`config.mk`:
```
export PLATFORM = sky130hd
export DESIGN_NAME = pipe_hazard_ctrl
export DESIGN_NICKNAME = d
export VERILOG_FILES = /design/src/rtl/pipe_ctrl_pkg.sv /design/src/rtl/fwd_match.sv /design/src/rtl/pipe_hazard_ctrl.sv
export SDC_FILE = /design/constraint.sdc
export NUM_CORES = 1
export LEC_CHECK = 0
export BUFFER_PORTS_ARGS = -buffer_cell sky130_fd_sc_hd__buf_2
export CORE_MARGIN = 1
export CORE_UTILIZATION = 57
export DETAILED_ROUTE_END_ITERATION = 16
export PLACE_DENSITY = 0.83
export SLEW_MARGIN = 20
export SYNTH_ARGS = -nofsm -noshare
export SYNTH_HDL_FRONTEND = slang
export SYNTH_SLANG_ARGS = --single-unit
```
`constraint.sdc`:
```
create_clock -name clk -period 4.1 [get_ports clk]
set_input_delay 1.025 -clock clk [delete_from_list [all_inputs] [get_ports clk]]
set_output_delay 1.025 -clock clk [all_outputs]
set_load 0.05 [all_outputs]
```
`src/rtl/pipe_ctrl_pkg.sv`:
```
// rtl/pipe_ctrl_pkg.sv - shared scoreboard entry type and constants for the hazard controller
package pipe_ctrl_pkg;

    localparam int RF_W_MAX = 8;
    localparam int FWD_RF   = 0;

    typedef struct packed {
        logic                valid;
        logic [RF_W_MAX-1:0] rd;
        logic [RF_W_MAX-1:0] rs1;
        logic [RF_W_MAX-1:0] rs2;
        logic                regwrite;
        logic                memread;
        logic                memwrite;
    } inflight_t;

endpackage

```
`src/rtl/fwd_match.sv`:
```
// rtl/fwd_match.sv - priority matcher returning the lowest scoreboard index producing a register
module fwd_match
    import pipe_ctrl_pkg::*;
#(
    parameter int N         = 3,
    parameter int LO        = 1,
    parameter int HI        = 2,
    parameter int IDX_W     = 2,
    parameter bit NEED_LOAD = 1'b0
) (
    input  inflight_t [N-1:0]    entries,
    input  logic [RF_W_MAX-1:0]  reg_addr,
    output logic                 hit,
    output logic [IDX_W-1:0]     idx
);

    logic unused_entries;
    assign unused_entries = ^entries;

    // Walk from the far end so the youngest (lowest-index) producer wins.
    always_comb begin
        hit = 1'b0;
        idx = '0;
        for (int k = HI; k >= LO; k--) begin
            if (entries[k].valid && entries[k].regwrite && (entries[k].rd != '0) &&
                (entries[k].rd == reg_addr) && (!NEED_LOAD || entries[k].memread)) begin
                hit = 1'b1;
                idx = IDX_W'(k);
            end
        end
    end

endmodule

```
`src/rtl/pipe_hazard_ctrl.sv`:
```
// rtl/pipe_hazard_ctrl.sv - scoreboard-based forwarding, load-use stall, memory freeze and flush control
module pipe_hazard_ctrl
    import pipe_ctrl_pkg::*;
#(
    parameter int RF_ADDRESS = 5,
    parameter int FWD_DEPTH  = 2,
    parameter int LOAD_LAT   = 1,
    parameter int CNT_W      = 32,
    localparam int SEL_W     = $clog2(FWD_DEPTH + 1)
) (
    input  logic                  clk,
    input  logic                  reset,
    input  logic                  id_valid,
    input  logic [RF_ADDRESS-1:0] id_rs1,
    input  logic [RF_ADDRESS-1:0] id_rs2,
    input  logic [RF_ADDRESS-1:0] id_rd,
    input  logic                  id_regwrite,
    input  logic                  id_memread,
    input  logic                  id_memwrite,
    input  logic                  ex_redirect,
    input  logic                  dmem_ready,
    output logic                  stall_pc,
    output logic                  stall_if_id,
    output logic                  bubble_id_ex,
    output logic                  flush_if_id,
    output logic                  freeze,
    output logic [SEL_W-1:0]      fwd_a_sel,
    output logic [SEL_W-1:0]      fwd_b_sel,
    output logic [CNT_W-1:0]      stall_cnt,
    output logic [CNT_W-1:0]      flush_cnt
);

    localparam int NE = FWD_DEPTH + 1;

    inflight_t [NE-1:0] sb_q, sb_d;
    logic [CNT_W-1:0]   stall_cnt_q, stall_cnt_d;
    logic [CNT_W-1:0]   flush_cnt_q, flush_cnt_d;

    logic [RF_W_MAX-1:0] id_rs1_x, id_rs2_x;
    logic                hit_a, hit_b, hit_lu1, hit_lu2;
    logic [SEL_W-1:0]    idx_a, idx_b, lu1_idx_unused, lu2_idx_unused;
    logic                load_use, redirect_apply, luse_apply;
    inflight_t           id_entry;

    assign id_rs1_x = RF_W_MAX'(id_rs1);
    assign id_rs2_x = RF_W_MAX'(id_rs2);

    fwd_match #(.N(NE), .LO(1), .HI(FWD_DEPTH), .IDX_W(SEL_W), .NEED_LOAD(1'b0)) u_fwd_a (
        .entries(sb_q), .reg_addr(sb_q[0].rs1), .hit(hit_a), .idx(idx_a)
    );
    fwd_match #(.N(NE), .LO(1), .HI(FWD_DEPTH), .IDX_W(SEL_W), .NEED_LOAD(1'b0)) u_fwd_b (
        .entries(sb_q), .reg_addr(sb_q[0].rs2), .hit(hit_b), .idx(idx_b)
    );
    fwd_match #(.N(NE), .LO(0), .HI(LOAD_LAT - 1), .IDX_W(SEL_W), .NEED_LOAD(1'b1)) u_lu_rs1 (
        .entries(sb_q), .reg_addr(id_rs1_x), .hit(hit_lu1), .idx(lu1_idx_unused)
    );
    fwd_match #(.N(NE), .LO(0), .HI(LOAD_LAT - 1), .IDX_W(SEL_W), .NEED_LOAD(1'b1)) u_lu_rs2 (
        .entries(sb_q), .reg_addr(id_rs2_x), .hit(hit_lu2), .idx(lu2_idx_unused)
    );

    // Freeze dominates, then redirect, then load-use; a frozen redirect waits because ex_redirect stays high.
    always_comb begin
        freeze         = sb_q[1].valid && (sb_q[1].memread || sb_q[1].memwrite) && !dmem_ready;
        load_use       = id_valid && (hit_lu1 || hit_lu2);
        redirect_apply = ex_redirect && !freeze;
        luse_apply     = load_use && !freeze && !ex_redirect;

        stall_pc     = luse_apply;
        stall_if_id  = luse_apply;
        bubble_id_ex = redirect_apply || luse_apply;
        flush_if_id  = redirect_apply;

        fwd_a_sel = (sb_q[0].valid && hit_a) ? idx_a : SEL_W'(FWD_RF);
        fwd_b_sel = (sb_q[0].valid && hit_b) ? idx_b : SEL_W'(FWD_RF);

        stall_cnt = stall_cnt_q;
        flush_cnt = flush_cnt_q;
    end

    always_comb begin
        id_entry          = '0;
        id_entry.valid    = id_valid;
        id_entry.rd       = RF_W_MAX'(id_rd);
        id_entry.rs1      = id_rs1_x;
        id_entry.rs2      = id_rs2_x;
        id_entry.regwrite = id_regwrite;
        id_entry.memread  = id_memread;
        id_entry.memwrite = id_memwrite;

        sb_d        = sb_q;
        stall_cnt_d = stall_cnt_q;
        flush_cnt_d = flush_cnt_q;
        if (!freeze) begin
            for (int k = NE - 1; k >= 1; k--) begin
                sb_d[k] = sb_q[k-1];
            end
            sb_d[0] = (redirect_apply || luse_apply) ? '0 : id_entry;
        end
        if (freeze || luse_apply) begin
            stall_cnt_d = stall_cnt_q + CNT_W'(1);
        end
        if (redirect_apply) begin
            flush_cnt_d = flush_cnt_q + CNT_W'(1);
        end
    end

    always_ff @(posedge clk) begin
        if (reset) begin
            sb_q        <= '0;
            stall_cnt_q <= '0;
            flush_cnt_q <= '0;
        end else begin
            sb_q        <= sb_d;
            stall_cnt_q <= stall_cnt_d;
            flush_cnt_q <= flush_cnt_d;
        end
    end

endmodule

```
### Word-level counts from Yosys, hierarchy flattened

Index checks and enable logic that the tools add are counted.

* output and inout bits: 73
* register bits after elaboration: 114
* logic and storage cells: 70

* reductions and logical operators: 32
* muxes and demuxes: 13
* eq/ne operators: 6
* $add $sub $neg: 2

Operator list (count)
* 32-bit by 1-bit adder with 32-bit output, second input constant: 2
* 8-bit == test: 4
* 28-bit 2-to-1 mux: 1
* 8-bit nonzero test: 3
* 1-bit logical AND: 22
* 8-bit by 5-bit == test with 1-bit output: 2
* 2-bit 2-to-1 mux: 6
* 1-bit 2-to-1 mux: 6
* 1-bit logical OR: 4
* 1-bit logical NOT: 3

### Depth between registers and ports, before layout

Gate-level depths: netlist of run 1.

* depth in word-level cells: 11
* mapped depth: 9

### Hierarchy

Synthesis of run 1 repeated with hierarchy kept, for this count alone.

* cells, all modules: 676
* area, all modules: 5669.2 µm²

By module, submodules not included
* pipe_hazard_ctrl: cells an instance 580, area an instance 4936.0 µm², seq. area each 2422.3 µm², instances 1
* fwd_match at u_fwd_a ...: cells an instance 31, area an instance 230.2 µm², seq. area each 0.0 µm², instances 2
* fwd_match at u_lu_rs1 ...: cells an instance 17, area an instance 136.4 µm², seq. area each 0.0 µm², instances 2

### Least setup slack after synthesis of run 1

Ideal clock, no wire load.

* path type: register to output
* start: register sb_q[47] (netlist bit)
* end: output fwd_b_sel[1]
* data arrival time: 2.692 ns
* path slack: 0.383 ns
* cell stages (with the launch flop): 5
* path buffers: 0
* cells stage by stage: dfxtp_1 or4_1 o211ai_1 nor4_1 nor4_1

* cells in the longest elaborated chain, start to end: 6

Ends and longest elaborated chain
* start: declaration: line pipe_hazard_ctrl.sv:35 `inflight_t [NE-1:0] sb_q, sb_d;`
* start signal: assignment: line pipe_hazard_ctrl.sv:109 `sb_q <= '0;`
* start signal: assignment: line pipe_hazard_ctrl.sv:113 `sb_q <= sb_d;`
* 8-bit nonzero test: line fwd_match.sv:25 `if (entries[k].valid && entries[k].regwrite && (entries[k].rd != '0) &&`
* 1-bit logical AND: line fwd_match.sv:25
* 1-bit logical AND (*): line fwd_match.sv:25
* 1-bit 2-to-1 mux: line fwd_match.sv:25
* 1-bit logical AND: line pipe_hazard_ctrl.sv:74 `fwd_b_sel = (sb_q[0].valid && hit_b) ? idx_b : SEL_W'(FWD_RF);`
* 2-bit 2-to-1 mux (*): line pipe_hazard_ctrl.sv:74
* end: declaration: line pipe_hazard_ctrl.sv:28 `output logic [SEL_W-1:0] fwd_b_sel,`

Every way passes the cells marked *; elsewhere a longest branch is shown, timed or not.

### Worst setup path in the final report of run 1

* start: input id_rs2[4]
* end: output bubble_id_ex

* cells in the longest elaborated chain, start to end: 9

Ends and longest elaborated chain
* start: declaration: line pipe_hazard_ctrl.sv:15 `input logic [RF_ADDRESS-1:0] id_rs2,`
* 8-bit by 5-bit == test with 1-bit output: line fwd_match.sv:26 `(entries[k].rd == reg_addr) && (!NEED_LOAD || entries[k].memread)) begin`
* 1-bit logical AND: line fwd_match.sv:25
* 1-bit logical AND: line fwd_match.sv:26
* 1-bit 2-to-1 mux: line fwd_match.sv:25
* 1-bit logical OR: line pipe_hazard_ctrl.sv:64 `load_use = id_valid && (hit_lu1 || hit_lu2);`
* 1-bit logical AND: line pipe_hazard_ctrl.sv:64
* 1-bit logical AND (2 in series): line pipe_hazard_ctrl.sv:66 `luse_apply = load_use && !freeze && !ex_redirect;`
* 1-bit logical OR: line pipe_hazard_ctrl.sv:70 `bubble_id_ex = redirect_apply || luse_apply;`
* end: declaration: line pipe_hazard_ctrl.sv:24 `output logic bubble_id_ex,`

No other way between the ends.

==> results.json, run 1 <==
{
  "status": "complete, no violations",
  "grt_pass1_vias": 3836,
  "drtIter0Drc": 185,
  "path_max_fanout": 3,
  "synth-seq-cells": 99,
  "synth_fp_nets": 563,
  "setup-tns-final_ns": 0,
  "fin_crit_ns": 3.55,
  "cts-buffers-inserted": 9,
  "grt_util_all_layers_pct": 26.3,
  "dieArea_um2": 8380,
  "design.core.area_um2": 7730,
  "finalNonFillerCells": 729,
  "p_total_w": 0.00167,
  "clk_latency_ns": 0.35,
  "hold_viol": 0,
  "peakVddDrop_mv": 0.189,
  "clk_pin_slew_ns": 0.09,
  "avgSynthCellArea_um2": 8.50,
  "tritoncts": "done",
  "hpwlAfterDp_um": 7620,
  "io_buffer_count": 95,
  "die_x_um": 91.5,
  "finalCritPeriodShare_pct": 86.6,
  "clockRootBuffer": "clkbuf_8",
  "drc_errors": 0,
  "antenna_found_initial": 0,
  "cts_buffer_depth": 2,
  "p_per_area_nw_per_um2": 316,
  "path_class": "in2out",
  "grt_pass1_wl_um": 17900,
  "p_leak_nw": 2.11,
  "synth-edff-count": 0,
  "io_pins": 96,
  "slew-limit-headroom_pct": 45.0,
  "drtPass1Iterations": 6,
  "fmax_mhz": 282,
  "placed_cells": 713,
  "finalSetupViolCount": 0,
  "start_kind": "input port",
  "drv_cap": 0,
  "cts_setup_buffers": 0,
  "ys.flop_type": "dfxtp_1",
  "fillers": 650,
  "dpl_cell_area_um2": 5110,
  "postSynth.asyncResetShare_pct": 0,
  "skew_ns": 0.0129,
  "totalWireLength_um": 10800,
  "hold_class": "reg2reg",
  "ys_seq_area_share_pct": 43.4,
  "initial_utilization_pct": 59.1,
  "drive_above_1_share_pct": 20.1,
  "viasPerCell": 5.82,
  "synthCells": 538,
  "gp_congestion": 0.884,
  "cts.sinks": 99,
  "ant_nets": 0,
  "wl_per_cell_um": 14.8,
  "p_sw_w": 0.000417,
  "clkPwrFrac_pct": 34.6,
  "drv_slew": 0,
  "swShare_pct": 24.9,
  "cp-end-kind": "output pin",
  "antenna_cells": 0,
  "synthDistinctLibCells": 40,
  "via_count": 4242,
  "grt_max_degree": 43,
  "final_nets": 647,
  "die_h_um": 91.5,
  "cts_htree_levels": 3,
  "arrival_ns": 2.52,
  "rsz0062_at_grt": "false",
  "cts_resized": 0,
  "area_delta_synth_final_pct": 15.6,
  "worst_pin_slew_ns": 0.818,
  "ys_warn_count": 0,
  "grt_remaining_overflow": 0,
  "ff_latch_area_um2": 1980,
  "syn-cell-area_um2": 4570,
  "rows": 32,
  "hold_buffers": 0,
  "worstPathRequired_ns": 3.07,
  "multi_input_area_um2": 2450,
  "intPower_w": 0.00125,
  "p_seq_share_pct": 59.5,
  "pwr-share-comb_pct": 5.9,
  "stdcell_area_um2": 5290
}
[area by class of cell]
cell class	count	share of cell area, %
inverter	7	0.545
clock inverter	5	0.710
timing repair buffer	101	9.85
sequential	99	37.5
tap	102	2.41
clock buffer	11	2.68
multi-input combinational	404	46.3
[worst max-delay path, cell delays in order]
cell and delay, ns:
buf_2 0.12, xnor2_1 0.18, nand3_1 0.11, o22ai_1 0.47, and2_1 0.26, or2_2 0.12, buf_2 0.25
[power groups by stage]
stage,Clock [W],Sequential [W],Combinational (W)
after global placement,0,0.00102,0.0000947
after global routing,0.000626,0.000996,0.000109
final,0.000577,0.000994,0.0000990
after CTS,0.000584,0.000993,0.0000990
after floorplan,0,0.00102,0.0000629
after detailed placement,0,0.00102,0.0000985
[cells by family (layout without fill, tap and decap cells)]
group / Yosys count / after routing / synth area share [%]
simple gates: 236 / 236 / 27.2
compound gates: 105 / 105 / 13.9
flops: 99 / 99 / 43.4
xor+xnor: 59 / 59 / 11.3
buf+inv: 35 / 124 / 3.26
fa+ha+maj: 2 / 2 / 0.547
mux: 2 / 2 / 0.465
[final timing paths]
check        slack (ns)                          to  cells past startpoint                  start
max                0.55                bubble_id_ex                      7              id_rs2[4]
min                0.47       sb_q[58]$_SDFFE_PP0N_                      2  sb_q[58]$_SDFFE_PP0N_
max reg2reg        1.49  stall_cnt[20]$_SDFFE_PP0P_                      7  sb_q[23]$_SDFFE_PP0N_
min reg2reg        0.47       sb_q[58]$_SDFFE_PP0N_                      2  sb_q[58]$_SDFFE_PP0N_
[Yosys cell counts (2+ instances only)]
master	n	share of area, %
a21oi_1	47	5.1
or4_1	13	2.1
a22oi_1	19	3.1
nor2b_1	2	0.27
nor3_1	6	0.66
o31ai_1	8	1.3
buf_1	2	0.16
nor4_2	2	0.55
nor2_1	56	4.6
o21ai_0	24	2.6
buf_2	3	0.33
and4_1	5	0.96
o2111ai_1	2	0.38
nand2_1	47	3.9
xor2_1	31	5.9
buf_4	3	0.49
or3_1	25	3.4
dfxtp_1	99	43
and2_1	6	0.82
nand3_1	27	3.0
and3_1	13	1.8
xnor2_1	28	5.4
nor4_1	5	0.68
ha_1	2	0.55
nand4_1	24	3.3
inv_1	6	0.49
clkbuf_1	20	1.6
[metrics by stage]
stage | hold slack, ns | util, % | setup WS, ns
6_report | 0.468 | 68.4 | 0.550
5_1_grt | 0.495 | 68.4 | 0.448
4_1_cts | 0.470 | 68.4 | 0.585
3_5_place_dp | 0.459 | 66.1 | 0.591
3_3_place_gp | 0.443 | 66.1 | 0.648
2_1_floorplan | 0.432 | - | 0.383
[metal layers]
layer  up-vias  share of wire [%]  track usage (%)  routed length [um]
met5         -                  0                0                   0
met4         0                1.2             10.1                 129
met3        16                6.4             5.03                 694
met2       144                 47             42.4                5110
met1      1986                 45             34.9                4880
li1       2096                  -                -                   -
[placed cells by master, fill, tap and decap left out, drive strengths merged, types with 24 or more instances in the layout]
cell,n
o21ai,25
or3,25
xnor2,28
xor2,31
nor2,56
buf,101
a21oi,48
nand3,27
nand4,24
nand2,47
dfxtp,99
[sequential cells by signal (all words and copies together) (netlist names)]
register   count
sb_q          35
flush_cnt     32
stall_cnt     32
Note: power is estimated with default switching activity, not from simulation.
==> run 2, diff against run 1 <==
- CORE_UTILIZATION: 57 -> 35
- PLACE_DENSITY: 0.83 -> not set
==> results.json, run 2 (synthesis results as in run 1) <==
{
  "status": "complete, no violations",
  "dr_wl_met2_um": 5090,
  "hold_viol": 0,
  "wl_met3_um": 528,
  "worst_pin_slew_ns": 0.933,
  "clk_latency_ns": 0.34,
  "die_x_um": 116,
  "wl_per_cell_um": 13.9,
  "antenna_cells": 0,
  "tritoncts": "done",
  "grt_max_degree": 47,
  "fin_crit_ns": 3.54,
  "cts_resized": 0,
  "skew_ns": 0.00796,
  "design.core.area_um2": 12700,
  "drtIter0Drc": 232,
  "clk_pin_slew_ns": 0.07,
  "hold_ws_ns": 0.463,
  "final_nets": 646,
  "cts_buffer_depth": 2,
  "drv_slew": 0,
  "totalWireLength_um": 11100,
  "io_buffer_count": 95,
  "fmax_mhz": 283,
  "die_h_um": 116,
  "p_leak_nw": 2.17,
  "drive_above_1_share_pct": 20.1,
  "arrival_ns": 2.51,
  "layout_common_cells": "dfxtp_1 (99), buf_2 (95), nor2_1 (56)",
  "largest_reg_flops": 35,
  "gp_congestion": 0.802,
  "grt_util_all_layers_pct": 16.9,
  "cts-buffers-inserted": 9,
  "area_delta_synth_final_pct": 20.4,
  "drc_errors": 0,
  "ant_nets": 0,
  "final_common_cell": "dfxtp_1",
  "finalCritPeriodShare_pct": 86.3,
  "antenna_found_initial": 0,
  "slew-limit-headroom_pct": 37.6,
  "cts.sinks": 99,
  "dpl_cell_area_um2": 5200,
  "hold_buffers": 0,
  "io_pins": 96,
  "dieArea_um2": 13500,
  "rsz0062_at_grt": "false",
  "wl_met1_um": 5210,
  "fillers": 1299,
  "peakVddDrop_mv": 0.206,
  "grt_remaining_overflow": 0,
  "initial_utilization_pct": 36.1,
  "hpwlAfterDp_um": 7780,
  "cts_setup_buffers": 0,
  "cts_htree_levels": 3,
  "hold_class": "reg2reg",
  "setup-tns-final_ns": 0,
  "grt_pass1_vias": 3824,
  "drv_cap": 0,
  "p_per_area_nw_per_um2": 356,
  "drtPass1Iterations": 4,
  "start_kind": "input port",
  "crit_path_start": "id_rs2[4]",
  "r2r-start": "sb_q[23]$_SDFFE_PP0N_",
  "top_layer_used": "met4",
  "grt_pass1_wl_um": 18000,
  "top_register": "sb_q",
  "via_count": 4152,
  "worstPathRequired_ns": 3.07,
  "path_class": "in2out",
  "stdcell_area_um2": 5500,
  "clockRootBuffer": "clkbuf_16",
  "rows": 41,
  "finalSetupViolCount": 0,
  "hold_start": "sb_q[58]$_SDFFE_PP0N_",
  "path_max_fanout": 3,
  "viasPerCell": 5.20,
  "cp-end-kind": "output pin"
}
[run 2: cell count changes in the layout (fill, tap and decap cells not counted), sizes merged]
| cell | change |
|---|---|
| buf | -1 |
| bufinv | +1 |
| clkinvlp | -1 |
| clkbuf | -1 |
| inv | -1 |
| clkinv | +2 |
[run 2: final timing paths]
kind                                                    to  slack [ns]  cells past startpoint
worst max-delay path                          bubble_id_ex        0.56                      7
worst min-delay path                 sb_q[58]$_SDFFE_PP0N_        0.46                      2
worst max register to register  stall_cnt[19]$_SDFFE_PP0P_        1.40                      7
worst min register to register       sb_q[58]$_SDFFE_PP0N_        0.46                      2
[run 2: layer usage]
layer | up-vias | global-route usage [%]
met4 | 0 | 7.78
met2 | 93 | 27.1
met1 | 1947 | 21.5
li1 | 2096 | -
met5 | - | 0
met3 | 16 | 3.94
[run 2: stage by stage]
| step | power (W) | setup slack, ns | util (%) | cells |
|---|---|---|---|---|
| after global placement | 0.00111 | 0.607 | 41.0 | 782 |
| after global routing | 0.00203 | 0.477 | 43.4 | 798 |
| after floorplan | 0.00108 | 0.383 | - | 538 |
| after detailed placement | 0.00112 | 0.600 | 41.0 | 782 |
| final | 0.00196 | 0.560 | 43.4 | 798 |
| after CTS | 0.00198 | 0.574 | 43.4 | 798 |
[run 2: area by class of cell]
class                           instances  area, um^2  area share, %
Clock inverter                          6        65.1           1.18
Timing Repair Buffer                  100         526           9.55
Sequential cell                        99        1980           36.0
Clock buffer                           10         239           4.34
Multi-Input combinational cell        404        2450           44.5
Tap cell                              172         215           3.91
Inverter                                7        28.8          0.523
[run 2: power by group]
group          internal, W  switching (W)
combinational    0.0000397      0.0000600
sequential        0.000975      0.0000193
clock             0.000490       0.000374
[run 2: critical path: stages]
cell     delay (ns)
buf_2          0.11
xnor2_1        0.15
nand3_1        0.11
o22ai_1        0.50
and2_1         0.26
or2_2          0.11
buf_2          0.25
==> run 3, diff against run 2 <==
- clock period: 4.1 -> 4.3 ns (I/O delays scaled with it)
==> results.json, run 3 (synthesis results as in run 1) <==
{
  "dieArea_um2": 13500,
  "hold_viol": 0,
  "peakVddDrop_mv": 0.140,
  "path_max_fanout": 3,
  "top_register": "sb_q",
  "cts_buffer_depth": 2,
  "critPathMaxStageDelay_ns": 0.48,
  "gp_congestion": 0.809,
  "grt_max_degree": 49,
  "start_kind": "input port",
  "fillers": 1287,
  "final_nets": 646,
  "die_x_um": 116,
  "path_class": "in2out",
  "largest_reg_flops": 35,
  "clk_latency_ns": 0.35,
  "grt_pass1_wl_um": 18300,
  "crit_buf_inv": 2,
  "cpMaxStageDelayCell": "o22ai_1",
  "die_h_um": 116,
  "antenna_found_initial": 0,
  "grt_pass1_vias": 3840,
  "rows": 41,
  "drtPass1Iterations": 5,
  "slew-limit-headroom_pct": 39.4,
  "critPathTopFamily": "simple AND/OR/NAND/NOR gates",
  "final_util_pct": 43.3,
  "viasPerCell": 5.20,
  "wl_per_cell_um": 13.9,
  "drive_above_1_share_pct": 19.8,
  "grt_remaining_overflow": 0,
  "p_per_area_nw_per_um2": 341,
  "ff_latch_area_um2": 1980,
  "cp_common_cell": "buf_2",
  "clk_pin_slew_ns": 0.07,
  "io_buffer_count": 95,
  "final_common_cell": "dfxtp_1",
  "multi_input_area_um2": 2450,
  "rsz0062_at_grt": "false",
  "initial_utilization_pct": 36.1,
  "finalNonFillerCells": 798,
  "antenna_cells": 0,
  "fin_ws_ns": 0.634,
  "status": "complete, no violations",
  "hold_class": "reg2reg",
  "drc_errors": 0,
  "crit_chain": "buf_2 > xnor2_1 > nand3_1 > o22ai_1 > and2_1 > or2_2 > buf_2",
  "drtIter0Drc": 240,
  "p_leak_nw": 2.16,
  "setup-tns-final_ns": 0,
  "area_delta_synth_final_pct": 20.2,
  "grt_util_all_layers_pct": 17.4,
  "finalSetupViolCount": 0,
  "clockRootBuffer": "clkbuf_16",
  "cts-buffers-inserted": 9,
  "totalWireLength_um": 11100,
  "hpwlAfterDp_um": 7830,
  "cts_htree_levels": 3,
  "design.core.area_um2": 12700,
  "pre_cts_slack_ns": 0.686,
  "worst_pin_slew_ns": 0.910,
  "drv_cap": 0,
  "skew_ns": 0.00559,
  "cts.sinks": 99,
  "r2r-start": "sb_q[19]$_SDFFE_PP0N_",
  "arrival_ns": 2.59,
  "via_count": 4149,
  "cts_resized": 0,
  "layout_common_cells": "dfxtp_1 (99), buf_2 (95), nor2_1 (56)",
  "cp-end-kind": "output pin",
  "io_pins": 96,
  "worstPathRequired_ns": 3.22,
  "ant_nets": 0,
  "tritoncts": "done",
  "hold_start": "sb_q[58]$_SDFFE_PP0N_",
  "fin_crit_ns": 3.67,
  "hold_buffers": 0,
  "drv_slew": 0,
  "cts_setup_buffers": 0,
  "fmax_mhz": 273,
  "crit_path_start": "id_rs1[0]",
  "finalCritPeriodShare_pct": 85.3,
  "placed_cells": 782
}
## run 3: final timing paths
| path | end | slack (ns) | cells after the start |
|---|---|---|---|
| setup / recovery | bubble_id_ex | 0.63 | 7 |
| hold / removal | sb_q[58]$_SDFFE_PP0N_ | 0.47 | 2 |
| setup reg to reg | stall_cnt[22]$_SDFFE_PP0P_ | 1.65 | 7 |
| hold reg to reg | sb_q[58]$_SDFFE_PP0N_ | 0.47 | 2 |
## run 3: layer usage
metal	vias up	GRT usage, %	wire (um)
li1	2090	-	-
met1	1952	22.1	5180
met2	94	27.8	5220
met3	13	3.89	495
met4	0	8.38	189
met5	-	0	0
## run 3: worst reg2reg max path, cell delays in order, from the launching register on
cell     delay (ns)
dfxtp_1        0.48
xnor2_1        0.17
nand3_1        0.12
o22ai_1        0.48
a21oi_4        0.32
buf_4          0.34
or4_1          0.53
a21oi_1        0.15
## run 3: power breakdown
| group | internal, W | switching, W |
|---|---|---|
| Combinational | 0.0000374 | 0.0000566 |
| Clock | 0.000484 | 0.000347 |
| Sequential | 0.000929 | 0.0000185 |
| Total | 0.00145 | 0.000422 |
## run 3: area by class of cell
cell class	count	share of cell area [%]
flip-flops and latches	99	36.1
well taps	172	3.92
clock buffers	13	4.74
inverters	7	0.524
multi-input cells	404	44.6
repair buffers	100	9.34
clock inverters	3	0.843
## run 3: through the flow
stage	total power (W)	instance area, um^2	hold slack, ns
global route	0.00196	5490	0.508
floorplan	0.00103	4570	0.432
finish	0.00187	5490	0.466
detailed placement	0.00106	5190	0.457
CTS	0.00190	5490	0.469
global placement	0.00106	5190	0.444
